**src/rtl/kernel_run_ctrl.sv**
```systemverilog
`default_nettype none
// ============================================================================
// Module      : kernel_run_ctrl
// Description : Run sequencer for one HLS kernel on the ap_ctrl_hs handshake.
//               Relaunches the kernel while run_en is high, with a
//               programmable idle gap after each ap_done. Rotates a dataset
//               index every UPDATE_INV completed runs, and stops a hung
//               kernel with a watchdog.
// Revision    : 1.0 - initial release
// ----------------------------------------------------------------------------
// Optional feature macro : RUN_CTRL_PROFILE_EN
//   defined   -> last_lat / max_lat report measured run latency
//   undefined -> last_lat / max_lat are tied to 0
// ----------------------------------------------------------------------------
// Ports
//   ap_clk       in   1      single clock
//   ap_rst       in   1      synchronous active-high reset
//   run_en       in   1      level, keep launching runs (already synchronised)
//   ap_start     out  1      kernel start, held until ap_ready / ap_done
//   ap_done      in   1      kernel done pulse
//   ap_ready     in   1      kernel input-accepted pulse
//   ap_idle      in   1      kernel idle, gates IDLE -> START only
//   dataset_idx  out  IDX_W  current dataset selection
//   dataset_swap out  1      pulse in the cycle dataset_idx changes
//   run_cnt      out  32     completed runs since reset (wraps)
//   busy         out  1      high in START, WAIT_DONE and GAP
//   timeout_err  out  1      sticky watchdog flag, cleared by run_en = 0
//   last_lat     out  32     latency of the last completed run (profile)
//   max_lat      out  32     running maximum of last_lat (profile)
// ============================================================================
module kernel_run_ctrl #(
    parameter int DATASET_NUM    = 8,
    parameter int UPDATE_INV     = 1,
    parameter int GAP_CYCLES     = 16,
    parameter int TIMEOUT_CYCLES = 1048576,
    parameter int IDX_W          = 3
) (
    input  logic             ap_clk,
    input  logic             ap_rst,
    input  logic             run_en,
    output logic             ap_start,
    input  logic             ap_done,
    input  logic             ap_ready,
    input  logic             ap_idle,
    output logic [IDX_W-1:0] dataset_idx,
    output logic             dataset_swap,
    output logic [31:0]      run_cnt,
    output logic             busy,
    output logic             timeout_err,
    output logic [31:0]      last_lat,
    output logic [31:0]      max_lat
);

    // ------------------------------------------------------------------------
    // Constants
    // ------------------------------------------------------------------------
    localparam logic [2:0] c_st_idle  = 3'd0;
    localparam logic [2:0] c_st_start = 3'd1;
    localparam logic [2:0] c_st_wait  = 3'd2;
    localparam logic [2:0] c_st_gap   = 3'd3;
    localparam logic [2:0] c_st_err   = 3'd4;

    // A zero gap still spends one cycle in GAP, so the load saturates at 0.
    localparam logic [31:0] c_gap_load = (GAP_CYCLES > 0) ? 32'(GAP_CYCLES - 1) : 32'd0;
    localparam logic [31:0] c_wd_limit = 32'(TIMEOUT_CYCLES - 1);
    localparam logic [31:0] c_upd_last = 32'(UPDATE_INV - 1);
    localparam logic [IDX_W-1:0] c_idx_last = IDX_W'(DATASET_NUM - 1);

    // ------------------------------------------------------------------------
    // State and registered outputs
    // ------------------------------------------------------------------------
    logic [2:0]       r_state;
    logic             r_ap_start;
    logic             r_busy;
    logic             r_err;
    logic [IDX_W-1:0] r_idx;
    logic             r_swap;
    logic [31:0]      r_run_cnt;
    logic [31:0]      r_ds_runs;
    logic [31:0]      r_gap;
    logic [31:0]      r_wd;

    logic             w_complete;
    logic             w_wd_hit;
    logic             w_rotate;
    logic [IDX_W-1:0] w_idx_next;

    // ap_done while still in START (with or without ap_ready) finishes the run.
    assign w_complete = ((r_state == c_st_start) || (r_state == c_st_wait)) && ap_done;
    assign w_wd_hit   = (r_wd == c_wd_limit);
    assign w_rotate   = w_complete && (r_ds_runs == c_upd_last);
    // Explicit compare-and-wrap keeps non power-of-two dataset counts correct.
    assign w_idx_next = (r_idx == c_idx_last) ? '0 : r_idx + 1'b1;

    always_ff @(posedge ap_clk) begin
        if (ap_rst) begin
            r_state    <= c_st_idle;
            r_ap_start <= 1'b0;
            r_busy     <= 1'b0;
            r_err      <= 1'b0;
            r_idx      <= '0;
            r_swap     <= 1'b0;
            r_run_cnt  <= '0;
            r_ds_runs  <= '0;
            r_gap      <= '0;
            r_wd       <= '0;
        end else begin
            r_swap <= 1'b0;

            // Run accounting happens on the edge that enters GAP, so the new
            // dataset index and the swap pulse appear in the first GAP cycle,
            // never while ap_start is high or the kernel is running.
            if (w_complete) begin
                r_run_cnt <= r_run_cnt + 32'd1;
                if (w_rotate) begin
                    r_ds_runs <= '0;
                    r_idx     <= w_idx_next;
                    r_swap    <= 1'b1;
                end else begin
                    r_ds_runs <= r_ds_runs + 32'd1;
                end
            end

            case (r_state)
                c_st_idle: begin
                    if (run_en && ap_idle && !r_err) begin
                        r_state    <= c_st_start;
                        r_ap_start <= 1'b1;
                        r_busy     <= 1'b1;
                        r_wd       <= '0;
                    end
                end

                c_st_start: begin
                    r_wd <= r_wd + 32'd1;
                    if (ap_done) begin
                        r_state    <= c_st_gap;
                        r_ap_start <= 1'b0;
                        r_gap      <= c_gap_load;
                    end else if (w_wd_hit) begin
                        r_state    <= c_st_err;
                        r_ap_start <= 1'b0;
                        r_busy     <= 1'b0;
                        r_err      <= 1'b1;
                    end else if (ap_ready) begin
                        r_state    <= c_st_wait;
                        r_ap_start <= 1'b0;
                    end
                end

                c_st_wait: begin
                    r_wd <= r_wd + 32'd1;
                    // Done takes priority over a watchdog hit in the same cycle.
                    if (ap_done) begin
                        r_state <= c_st_gap;
                        r_gap   <= c_gap_load;
                    end else if (w_wd_hit) begin
                        r_state <= c_st_err;
                        r_busy  <= 1'b0;
                        r_err   <= 1'b1;
                    end
                end

                c_st_gap: begin
                    if (r_gap == 32'd0) begin
                        if (run_en) begin
                            r_state    <= c_st_start;
                            r_ap_start <= 1'b1;
                            r_wd       <= '0;
                        end else begin
                            r_state <= c_st_idle;
                            r_busy  <= 1'b0;
                        end
                    end else begin
                        r_gap <= r_gap - 32'd1;
                    end
                end

                c_st_err: begin
                    // Software acknowledges the timeout by dropping run_en.
                    if (!run_en) begin
                        r_state <= c_st_idle;
                        r_err   <= 1'b0;
                    end
                end

                default: begin
                    r_state    <= c_st_idle;
                    r_ap_start <= 1'b0;
                    r_busy     <= 1'b0;
                end
            endcase
        end
    end

    assign ap_start     = r_ap_start;
    assign busy         = r_busy;
    assign timeout_err  = r_err;
    assign dataset_idx  = r_idx;
    assign dataset_swap = r_swap;
    assign run_cnt      = r_run_cnt;

    // ------------------------------------------------------------------------
    // Optional latency profiling
    // ------------------------------------------------------------------------
`ifdef RUN_CTRL_PROFILE_EN
    logic [31:0] r_last_lat;
    logic [31:0] r_max_lat;
    logic [31:0] w_run_lat;

    // r_wd is 0 in the first ap_start cycle, so +1 counts both end cycles.
    assign w_run_lat = r_wd + 32'd1;

    always_ff @(posedge ap_clk) begin
        if (ap_rst) begin
            r_last_lat <= '0;
            r_max_lat  <= '0;
        end else if (w_complete) begin
            r_last_lat <= w_run_lat;
            if (w_run_lat > r_max_lat) begin
                r_max_lat <= w_run_lat;
            end
        end
    end

    assign last_lat = r_last_lat;
    assign max_lat  = r_max_lat;
`else
    assign last_lat = '0;
    assign max_lat  = '0;
`endif

endmodule
`default_nettype wire

```
**config.mk**
```make
export PLATFORM = sky130hd
export DESIGN_NAME = kernel_run_ctrl
export DESIGN_NICKNAME = d
export VERILOG_FILES = /design/src/rtl/kernel_run_ctrl.sv
export SDC_FILE = /design/constraint.sdc
export NUM_CORES = 1
export LEC_CHECK = 0
export ABC_AREA = 1
export CORE_MARGIN = 1
export CORE_UTILIZATION = 45
export CTS_CLUSTER_SIZE = 28
export DETAILED_ROUTE_END_ITERATION = 12
export GPL_TIMING_DRIVEN = 0
export PLACE_DENSITY_LB_ADDON = 0.2
export RECOVER_POWER = 100
export SETUP_SLACK_MARGIN = 0.02
export SLEW_MARGIN = 10
export SYNTH_ARGS = -nofsm -noshare
export SYNTH_HDL_FRONTEND = slang
export SYNTH_SLANG_ARGS = --single-unit
export TNS_END_PERCENT = 100
```
**constraint.sdc**
```tcl
create_clock -name ap_clk -period 2.2 [get_ports ap_clk]
set_clock_uncertainty 0.15 [all_clocks]
set_input_delay 0.44 -clock ap_clk [delete_from_list [all_inputs] [get_ports ap_clk]]
set_output_delay 0.44 -clock ap_clk [all_outputs]
set_load 0.01 [all_outputs]
```
Word level (Yosys, flattened, before mapping). Index checks and enable logic that the tools add are counted.

Flip-flop bits (word level): 138. Bits of input ports: 6.

Add/subtract/negate cells: 5. Equal/unequal tests: 17. Multiplexer cells: 35. Bitwise operators: 3. Reductions and logical operators: 22.

Operator list (number): 32-bit 2-to-1 mux (6); 32-bit by 1-bit adder with 32-bit output, second input constant (3); 32-bit case mux with 3 select lines (1); 32-bit zero test (2); 32-bit case mux with 2 select lines (1); 32-bit by 20-bit == test with 1-bit output, second input constant (1); 32-bit by 1-bit subtractor with 32-bit output, second input constant (1); 3-bit 2-to-1 mux (9); 3-bit case mux with 5 select lines (1); 1-bit 2-to-1 mux (14); 2-bit inequality test, second input constant (7); 5-bit AND reduction (2); 1-bit case mux with 4 select lines (2); 4-bit AND reduction (2); 3-bit by 2-bit == test with 1-bit output, second input constant (2); 3-bit == test, second input constant (2); 6-bit AND reduction (1); 2-bit OR reduction (3); 1-bit logical AND (4); 2-bit by 1-bit inequality test with 1-bit output, second input constant (2); 4-bit inequality test, second input constant (1); 2-bit nonzero test (2); 3-bit by 1-bit adder with 3-bit output, second input constant (1); 3-bit by 1-bit == test with 1-bit output, second input constant (1); other kinds (9) (11).

Depth between registers and ports, before layout. Gate-level depths: netlist (run 1).

Depth in word-level cells: 5. Gate-level depth with buffers: 13. Mapped depth without buffers: 13.

Least setup slack after synthesis (run 1). Ideal clock, no wire load.

Path kind: register to register. Start point: reg r_gap[0]. End point: reg r_gap[18]. Library setup time: 0.129 ns. Arrival time: 1.630 ns. Data required time: 1.921 ns. Setup slack: 0.291 ns. Cell stages (with the launch flop): 14. Buffers on the path: 2. Period minus slack after synthesis: 1.909 ns. Cell sequence: dfxtp_1 -> inv_1 -> ha_1 -> nand2_2 -> nor2_4 -> nand2_2 -> nor2_4 -> nand2_4 -> nand2_4 -> buf_12 -> buf_6 -> nor2_1 -> a21oi_2 -> nor2_1.

Word-level cells in the longest chain between the ends: 3. Elaborated cells on any way between the ends: 6.

RTL lines: start: declaration (RTL line 80) `logic [31:0] r_gap;`; start signal: assignment (RTL line 139) `r_gap <= c_gap_load;`; start signal: assignment (RTL line 156) `r_gap <= c_gap_load;`; start signal: assignment (RTL line 175) `r_gap <= r_gap - 32'd1;`; 32-bit by 1-bit subtractor with 32-bit output or 32-bit zero test (tied branches) (RTL line 175, 165); 32-bit 2-to-1 mux or 2-bit inequality test (tied branches); 32-bit case mux with 2 select lines or 3-bit AND reduction (tied branches).

Parallel ways exist; a longest one is shown, timed or not. The select of a mux whose other input is x is not followed. A chain may end at the register's enable or synchronous reset.

Worst setup path after layout (run 1).
Start point: reg r_run_cnt[27], in the netlist run_cnt[27]. End point: out run_cnt[27].

RTL lines: start: declaration (RTL line 78) `logic [31:0] r_run_cnt;`; start signal: assignment (RTL line 114) `r_run_cnt <= r_run_cnt + 32'd1;`; end: declaration (RTL line 47) `output logic [31:0] run_cnt,`.

No word-level cell between the ends.

==> flow_metrics.tcl, run 1 <==
set metrics [dict create \
    p_leak_uw 0.00442 \
    pwr-share-comb_pct 39.2 \
    dp.cells 1747 \
    path_buf_inv 1 \
    crit_cells 1 \
    design.die.area_um2 19800 \
    dpl.hpwl_mm 17.2 \
    synth_edf_count 0 \
    yosys_warnings 0 \
    p_seq_share_pct 28.5 \
    grt_pass1_wl_mm 37.9 \
    hold_viol 0 \
    grt_max_degree 17 \
    cpMaxStageDelayCell "dlygate4sd3_1" \
    crit_path_start "run_cnt[27]" \
    start_util_pct 46.1 \
    holdWs_ns 0.311 \
    dieWidth_um 141 \
    num_io_pins 109 \
    diodes 0 \
    vias 8829 \
    fin_cells 1781 \
    synth_most_common_cell "nand2_1" \
    setup_violations 0 \
    endpoint "run_cnt[27]" \
    grt_pass1_vias 7972 \
    cts_buffers 17 \
    crit_required_ns 1.61 \
    routed.top_layer "met4" \
    cts.sink_count 138 \
    antenna_found_initial 0 \
    route.met3.wl_mm 1.34 \
    p_sw_uw 4100 \
    die_height_um 141 \
    synth_cell_types 43 \
    intPower_uw 6240 \
    path_clk_slew_ns 0.06 \
    worstMarginPinSlew_ns 0.647 \
    synthFlopType "dfxtp_1" \
    synth_common_cells "nand2_1, nor2_1, dfxtp_1" \
    rows 50 \
    worstSetupStartpointType "flop" \
    fin_crit_ns 2.11 \
    firstDrtPassIters 7 \
    powerDensity_nw_per_um2 991 \
    pre_cts_ws_ns -0.331 \
    synthTopCellsByArea "dfxtp_1, nand2_1, nor2_1" \
    drtAntennaViolNets 0 \
    switching_share_pct 39.7 \
    min_path_type "flop to flop" \
    crit_type "flop to output port" \
    area_growth_syn_to_layout_pct 20.3 \
    wl_mm 23.0 \
    synth-seq-cells 138 \
    arrival_ns 1.52 \
    design_area_um2 10400 \
    reg2reg_slack_ns 0.13 \
    rsz0062_at_grt "no" \
    cp_top_family "buffers and inverters" \
    slew_viol_final 0 \
    status "finished clean" \
    wl_per_cell_um 12.9 \
    cts-root-buf "clkbuf_16" \
    final.setup.worst_slack_ns 0.0939 \
    crit_path_end_kind "output port" \
    yosysSeqAreaShare_pct 31.8 \
    met1_length_mm 10.7 \
    io_buffers 44 \
    wl_met2_mm 10.6 \
    r2r_start "r_gap[18]" \
    drc_errors 0 \
    fin_crit_sh_pct 95.7 \
    drv_cap 0 \
    grt_usage_pct 23.8 \
    cts_tree "yes" \
    r2r-end "r_gap[2]" \
    crit_chain "dlygate4sd3_1" \
    coreArea_um2 18800 \
    clock.fmax_mhz 475 \
    cp_slowest_stage_delay_ns 0.64 \
    crit_fanout 5 \
    overflow 0 \
    gp_congestion 0.910 \
    viasPerCell 4.96 \
    finish.utilization_pct 55.4 \
    yosys.area.top_type "dfxtp_1" \
    clkPwrFrac_pct 32.2 \
    syn_inst 1380 \
    synth_top_area_share_pct 31.8 \
    nets 1521 \
    rr_worst_depth 11 \
    placed_cell_area_um2 9680 \
    max-slew-margin-rel_pct 56.8 \
    clockBufferDepth 2 \
    cts-htree-levels 4 \
    clk_latency_ns 0.43 \
    avgSynthCellArea_um2 6.29 \
    vdd_drop_max_v 0.000656 \
    synthesis.area_um2 8670 \
    async_flop_share_pct 0 \
    layout-drive-gt1-share_pct 11.8 \
    drtIter0Drc 707 \
]
what timing repair did:
item                       4_1_cts  5_1_grt
setup endpoints to repair       52       71
buffers inserted                 1        1
pin swaps                        1        4
gates resized for setup         10       23
hold buffers                     0        0
per-stage QoR:
step | TNS, ns | power (uW)
6_report | 0 | 10300
3_5_place_dp | -20.73 | 6910
4_1_cts | 0 | 10300
5_1_grt | 0 | 11000
2_1_floorplan | 0 | 5920
3_3_place_gp | -18.09 | 6880
worst min path at each step:
stage                               from             end  slack, ns  depth (start not counted)
after floorplan            r_ds_runs[19]   r_ds_runs[19]       0.29                          1
after global placement    dataset_idx[1]  dataset_idx[1]       0.31                          2
after detailed placement  dataset_idx[1]  dataset_idx[1]       0.31                          2
after CTS                 dataset_idx[1]  dataset_idx[1]       0.32                          2
after global routing      dataset_idx[2]  dataset_idx[2]       0.35                          2
final                     dataset_idx[1]  dataset_idx[1]       0.31                          2
routing by layer:
layer | vias up | GRT usage [%]
met1 | 3939 | 31.2
met3 | 36 | 4.14
met5 | - | 0
met2 | 268 | 39.9
met4 | 0 | 7.04
li1 | 4586 | -
layout by cell type (no fill, tap or decap), types with 7 or more instances in the layout:
cell type / synthesis / layout
a21oi_2: 10 / 10
clkbuf_16: 0 / 17
o21ai_0: 42 / 44
nand3_1: 108 / 107
clkbuf_1: 16 / 17
nor2_2: 8 / 11
a21oi_1: 84 / 84
xor2_1: 14 / 14
conb_1: 1 / 64
or2_2: 14 / 14
nand3b_1: 7 / 7
dfxtp_1: 138 / 135
nand4_1: 34 / 34
buf_4: 64 / 69
xnor2_1: 9 / 9
nor2_1: 248 / 244
dlygate4sd3_1: 0 / 38
nand2_1: 325 / 324
nor3_1: 49 / 48
inv_1: 133 / 131
flip-flops by register name, indices dropped and copies added, names as in the netlist:
name / count
r_gap: 32
r_wd: 32
dataset_idx: 3
r_state: 3
timeout_err: 1
run_cnt: 32
ap_start: 1
dataset_swap: 1
r_ds_runs: 32
busy: 1
power by group through the flow:
stage	Sequential, uW	Combinational, uW	Clock, uW
after global placement	2980	3900	0
final	2950	4060	3330
after floorplan	2940	2980	0
after CTS	2940	4010	3380
after detailed placement	2980	3930	0
after global routing	2990	4560	3490
cells by family (layout without fill, tap and decap cells):
family	Yosys count	count (layout)	share of synthesized area [%]
other	1	64	0.0432
buffers and inverters	234	312	13.7
AOI/OAI and AO/OA	161	161	10.4
xor gates and xnor gates	23	23	2.32
adders and majority gates	7	7	1.01
and+or+nand+nor	816	816	40.7
DFF	138	138	31.8
area by class of cell:
type	instances	area, um2
well taps	260	325
plain buffers	96	663
clock inverters	13	239
repair buffers	46	455
multi-input cells	1071	5020
flip-flops and latches	138	2770
inverters	138	520
fillers	1914	8390
clock buffers	19	443
(Power assumes the default switching activity.)
==> inputs of run 2 (changes only) <==
Settings changed: CORE_ASPECT_RATIO set to 1.1.
==> run 2 against run 1 <==
Global-route usage increased by 0.16 points. Critical endpoint is now r_wd[30]. Largest power group unchanged. Total power decreased by 4.1%. Critical path depth increased by 10. Highest routed layer unchanged. Final area decreased by 0.80%. Clock power decreased by 16%.
==> flow_metrics.tcl, run 2 (synthesis results as in run 1) <==
set metrics [dict create \
    max-slew-margin-rel_pct 57.8 \
    layout-drive-gt1-share_pct 12.3 \
    drv_cap 0 \
    worstMarginPinSlew_ns 0.628 \
    layout_commonest_cell "nand2_1" \
    vdd_drop_max_v 0.000671 \
    overflow 0 \
    area_growth_syn_to_layout_pct 19.4 \
    crit_required_ns 2.33 \
    crit_type "flop to flop" \
    cts-htree-levels 4 \
    hold_viol 0 \
    clockBufferDepth 2 \
    worstSetupStartpointType "flop" \
    wl_mm 22.9 \
    postCtsHoldBufs 0 \
    cts-root-buf "clkbuf_16" \
    start_util_pct 46.6 \
    slew_viol_final 0 \
    dieWidth_um 134 \
    drtIter0Drc 543 \
    cts_buffers 17 \
    cts.sink_count 138 \
    setup_violations 0 \
    rr_worst_depth 11 \
    cts_tree "yes" \
    path_clk_slew_ns 0.06 \
    crit_path_end_kind "flop" \
    final.setup.worst_slack_ns 0.0501 \
    die_height_um 148 \
    diodes 0 \
    grt_max_degree 17 \
    p_sw_uw 4210 \
    switching_share_pct 42.4 \
    intPower_uw 5710 \
    dpl.hpwl_mm 17.2 \
    drtAntennaViolNets 0 \
    layout.cells.most_common_list "nand2_1, nor2_1, dfxtp_1" \
    vias 8804 \
    firstDrtPassIters 7 \
    coreArea_um2 18600 \
    io_buffers 44 \
    status "finished clean" \
    antenna_found_initial 0 \
    design.die.area_um2 19800 \
    finalPower_uw 9920 \
    fin_crit_sh_pct 97.7 \
    grt_usage_pct 23.9 \
    clock.fmax_mhz 465 \
    pwr-share-comb_pct 42.1 \
    wl_per_cell_um 12.9 \
    fin_crit_ns 2.15 \
    nets 1527 \
    crit_fanout 10 \
    fill_cells 1883 \
    num_io_pins 109 \
    min_path_cells 2 \
    arrival_ns 2.28 \
    p_leak_uw 0.00440 \
    clkPwrFrac_pct 28.1 \
    pre_cts_ws_ns -0.369 \
    gp_congestion 0.947 \
    clk_latency_ns 0.42 \
    viasPerCell 4.97 \
    p_seq_share_pct 29.8 \
    powerDensity_nw_per_um2 958 \
    grt_pass1_vias 8063 \
    grt_pass1_wl_mm 38.4 \
    rows 52 \
    min_path_type "flop to flop" \
    drc_errors 0 \
]
run 2: worst paths after layout:
check | from | end | slack, ns
setup / recovery | r_gap[10] | r_wd[30] | 0.05
hold / removal | dataset_idx[2] | dataset_idx[2] | 0.32
setup reg to reg | r_gap[10] | r_wd[30] | 0.05
hold reg to reg | dataset_idx[2] | dataset_idx[2] | 0.32
run 2: metrics by stage:
stage	TNS (ns)	hold WS, ns	instances	area (um2)	utilization [%]
after floorplan	0	0.293	1443	8910	-
after global placement	-19.96	0.307	1730	9660	51.9
after detailed placement	-22.36	0.313	1730	9660	51.9
after CTS	0	0.324	1762	10200	55.1
after global routing	-0.134	0.328	1770	10400	55.6
final	0	0.319	1770	10400	55.6
run 2: final cells by class:
class                           count  area (um2)  share of cell area (%)
Clock buffer                       17         425                    4.11
Multi-Input combinational cell   1071        5020                    48.5
Sequential cell                   138        2770                    26.7
Clock inverter                     15         143                    1.38
Inverter                          138         520                    5.03
Timing Repair Buffer               52         500                    4.83
Buffer                             96         673                    6.50
Tap cell                          243         304                    2.94
run 2: metal layers:
layer  vias to the layer above  global-route usage (%)  share of wire [%]
li1                       4589                       -                  -
met4                         0                    8.65                2.1
met3                        42                    3.81                4.7
met1                      3936                    30.1                 45
met5                         -                       0                  0
met2                       237                    41.1                 49
run 2: worst max-delay path: stages, from the launching register on:
cell      delay, ns
dfxtp_1        0.36
nor2_1         0.24
nand2_1        0.12
nor2_2         0.18
nand2_2        0.13
nor2_4         0.14
nor2_1         0.08
nor2_1         0.12
nand2_2        0.11
clkbuf_2       0.23
nand2_1        0.10
a21oi_1        0.06
run 2: repair_timing:
action,in CTS,in global routing
pin swaps,1,4
gates resized for setup,7,26
gates cloned,0,0
buffers inserted,0,8
endpoints found under the setup margin,52,77
run 2: power groups by stage:
stage                     registers (uW)  logic (uW)  clock network, uW
after floorplan                     2940        2980                  0
after global placement              2980        3910                  0
after detailed placement            2980        3950                  0
after CTS                           2930        4020               2840
after global routing                2990        4660               2960
final                               2950        4180               2790
==> inputs of run 3 (changes only) <==
Settings changed: MAX_ROUTING_LAYER set to met4, RECOVER_POWER 100 to unset, SLEW_MARGIN 10 to unset.
==> run 3 against run 2 <==
Critical path depth stayed put. Die area is the same. Clock power grew 7.9%. Largest cell class unchanged. Wire length fell by 0.39%. Critical path type unchanged. Worst setup slack improved by 0.083 ns. Non-clock buffer count fell by 6. Combinational power about the same.
==> flow_metrics.tcl, run 3 (synthesis results as in run 1) <==
set metrics [dict create \
    status "finished clean" \
    crit_chain "nor2_1 > nand2_1 > nor2_2 > nand2_1 > nor2_4 > nor2_1 > nor2_1 > nand2_2 > buf_4 > nand2_1 > a21oi_1" \
    crit_type "flop to flop" \
    crit_path_end_kind "flop" \
    clock.fmax_mhz 484 \
    use_met2_pct 40.2 \
    pwr-share-comb_pct 41.1 \
    crit_required_ns 2.34 \
    path_buf_inv 1 \
    grt_use_met3_pct 4.01 \
    io_buffers 44 \
    start_util_pct 46.6 \
    finish.utilization_pct 55.7 \
    cp_slowest_stage_delay_ns 0.35 \
    coreArea_um2 18600 \
    cts-root-buf "clkbuf_16" \
    finalSetupTns_ns 0 \
    wl_mm 22.8 \
    drtAntennaViolNets 0 \
    final.setup.worst_slack_ns 0.133 \
    diodes 0 \
    grt_pass1_wl_mm 37.8 \
    grt_use_met1_pct 30.3 \
    grt_pass1_vias 8001 \
    cts-htree-levels 4 \
    area_growth_syn_to_layout_pct 19.5 \
    max-slew-margin-rel_pct 58.9 \
    rsz0062_at_grt "yes" \
    pre_cts_ws_ns -0.355 \
    arrival_ns 2.20 \
    overflow 0 \
    drc_errors 0 \
    intPower_uw 5940 \
    num_io_pins 109 \
    cpMaxStageDelayCell "dfxtp_1" \
    design.die.area_um2 19800 \
    drv_cap 0 \
    p_leak_uw 0.00427 \
    hold_viol 0 \
    crit_fanout 10 \
    busiest_layer "met2" \
    viasPerCell 4.99 \
    clk_latency_ns 0.43 \
    cts_buffers 17 \
    powerDensity_nw_per_um2 975 \
    path_clk_slew_ns 0.06 \
    cp_top_family "simple AND/OR/NAND/NOR gates" \
    gp_congestion 0.939 \
    cts.sink_count 138 \
    fin_crit_sh_pct 93.9 \
    cts_tree "yes" \
    finalPower_uw 10100 \
    fin_crit_ns 2.07 \
    drtIter0Drc 569 \
    layout_commonest_cell "nand2_1" \
    vias 8801 \
    dpl.hpwl_mm 17.0 \
    grt_max_degree 17 \
    wl_per_cell_um 12.9 \
    holdWs_ns 0.322 \
    clkPwrFrac_pct 29.8 \
    vdd_drop_max_v 0.000643 \
    slew_viol_final 0 \
    clockBufferDepth 2 \
    layout.cells.most_common_list "nand2_1, nor2_1, dfxtp_1" \
    antenna_found_initial 0 \
    firstDrtPassIters 5 \
    setup_violations 0 \
    p_seq_share_pct 29.2 \
    rows 52 \
    worstMarginPinSlew_ns 0.616 \
    layout-drive-gt1-share_pct 11.9 \
    die_height_um 148 \
    worstSetupStartpointType "flop" \
    switching_share_pct 41.3 \
    dieWidth_um 134 \
    nets 1521 \
    min_path_type "flop to flop" \
    grt_usage_pct 24.4 \
    p_sw_uw 4170 \
]
-- run 3: changes by cell type in the layout (fill, tap and decap cells not counted), sizes merged --
cell           before  now
buf                83   82
bufinv              1    3
clkbuf             38   35
clkdlybuf4s50       5   43
clkinv              5    2
dlygate4sd3        39    0
dlymetal6s2s        0    1
inv               143  142
-- run 3: final cells by class --
cell class	count	area, um2
timing repair buffer	46	458
clock buffer	19	443
buffer	96	677
inverter	138	520
clock inverter	13	165
tap	243	304
sequential	138	2770
fill	1857	8240
multi-input combinational	1071	5040
-- run 3: worst paths after layout --
path	startpoint	end	slack [ns]	cells past startpoint
setup reg to reg	r_gap[14]	r_wd[24]	0.13	11
hold / removal	dataset_idx[2]	dataset_idx[2]	0.32	2
hold reg to reg	dataset_idx[2]	dataset_idx[2]	0.32	2
setup / recovery	r_gap[14]	r_wd[24]	0.13	11
-- run 3: repair_timing --
action                                 CTS  global route
hold buffers                             0             0
gates resized for setup                  6            26
setup endpoints to repair               51            72
pin swaps                                1             2
setup buffers                            1             1
gates cloned                             0             0
endpoints found under the hold margin    0             0
-- run 3: layer usage --
layer	up-vias	part of all wire (%)
met3	39	4.9
met5	-	0
li1	4577	-
met4	0	2.2
met1	3935	45
met2	250	47
-- run 3: power groups by stage --
stage	Combinational, uW	Sequential (uW)	Clock, uW
6_report	4150	2950	3010
5_1_grt	4610	2980	3140
4_1_cts	4020	2930	3040
3_5_place_dp	3960	2980	0
3_3_place_gp	3940	2980	0
2_1_floorplan	2980	2940	0
-- run 3: worst register-to-register path: cells and delay by family, from the launching register on --
kind / cells / cell delay, ns
flip-flops: 1 / 0.35
buffers and inverters: 1 / 0.20
AO/OA/AOI/OAI: 1 / 0.06
AND/OR/NAND/NOR: 9 / 1.17
-- run 3: per-stage QoR --
| stage | instance area [um2] | std cells |
|---|---|---|
| finish | 10400 | 1764 |
| global route | 10400 | 1764 |
| CTS | 10300 | 1763 |
| detailed placement | 9660 | 1730 |
| global placement | 9660 | 1730 |
| floorplan | 8910 | 1443 |
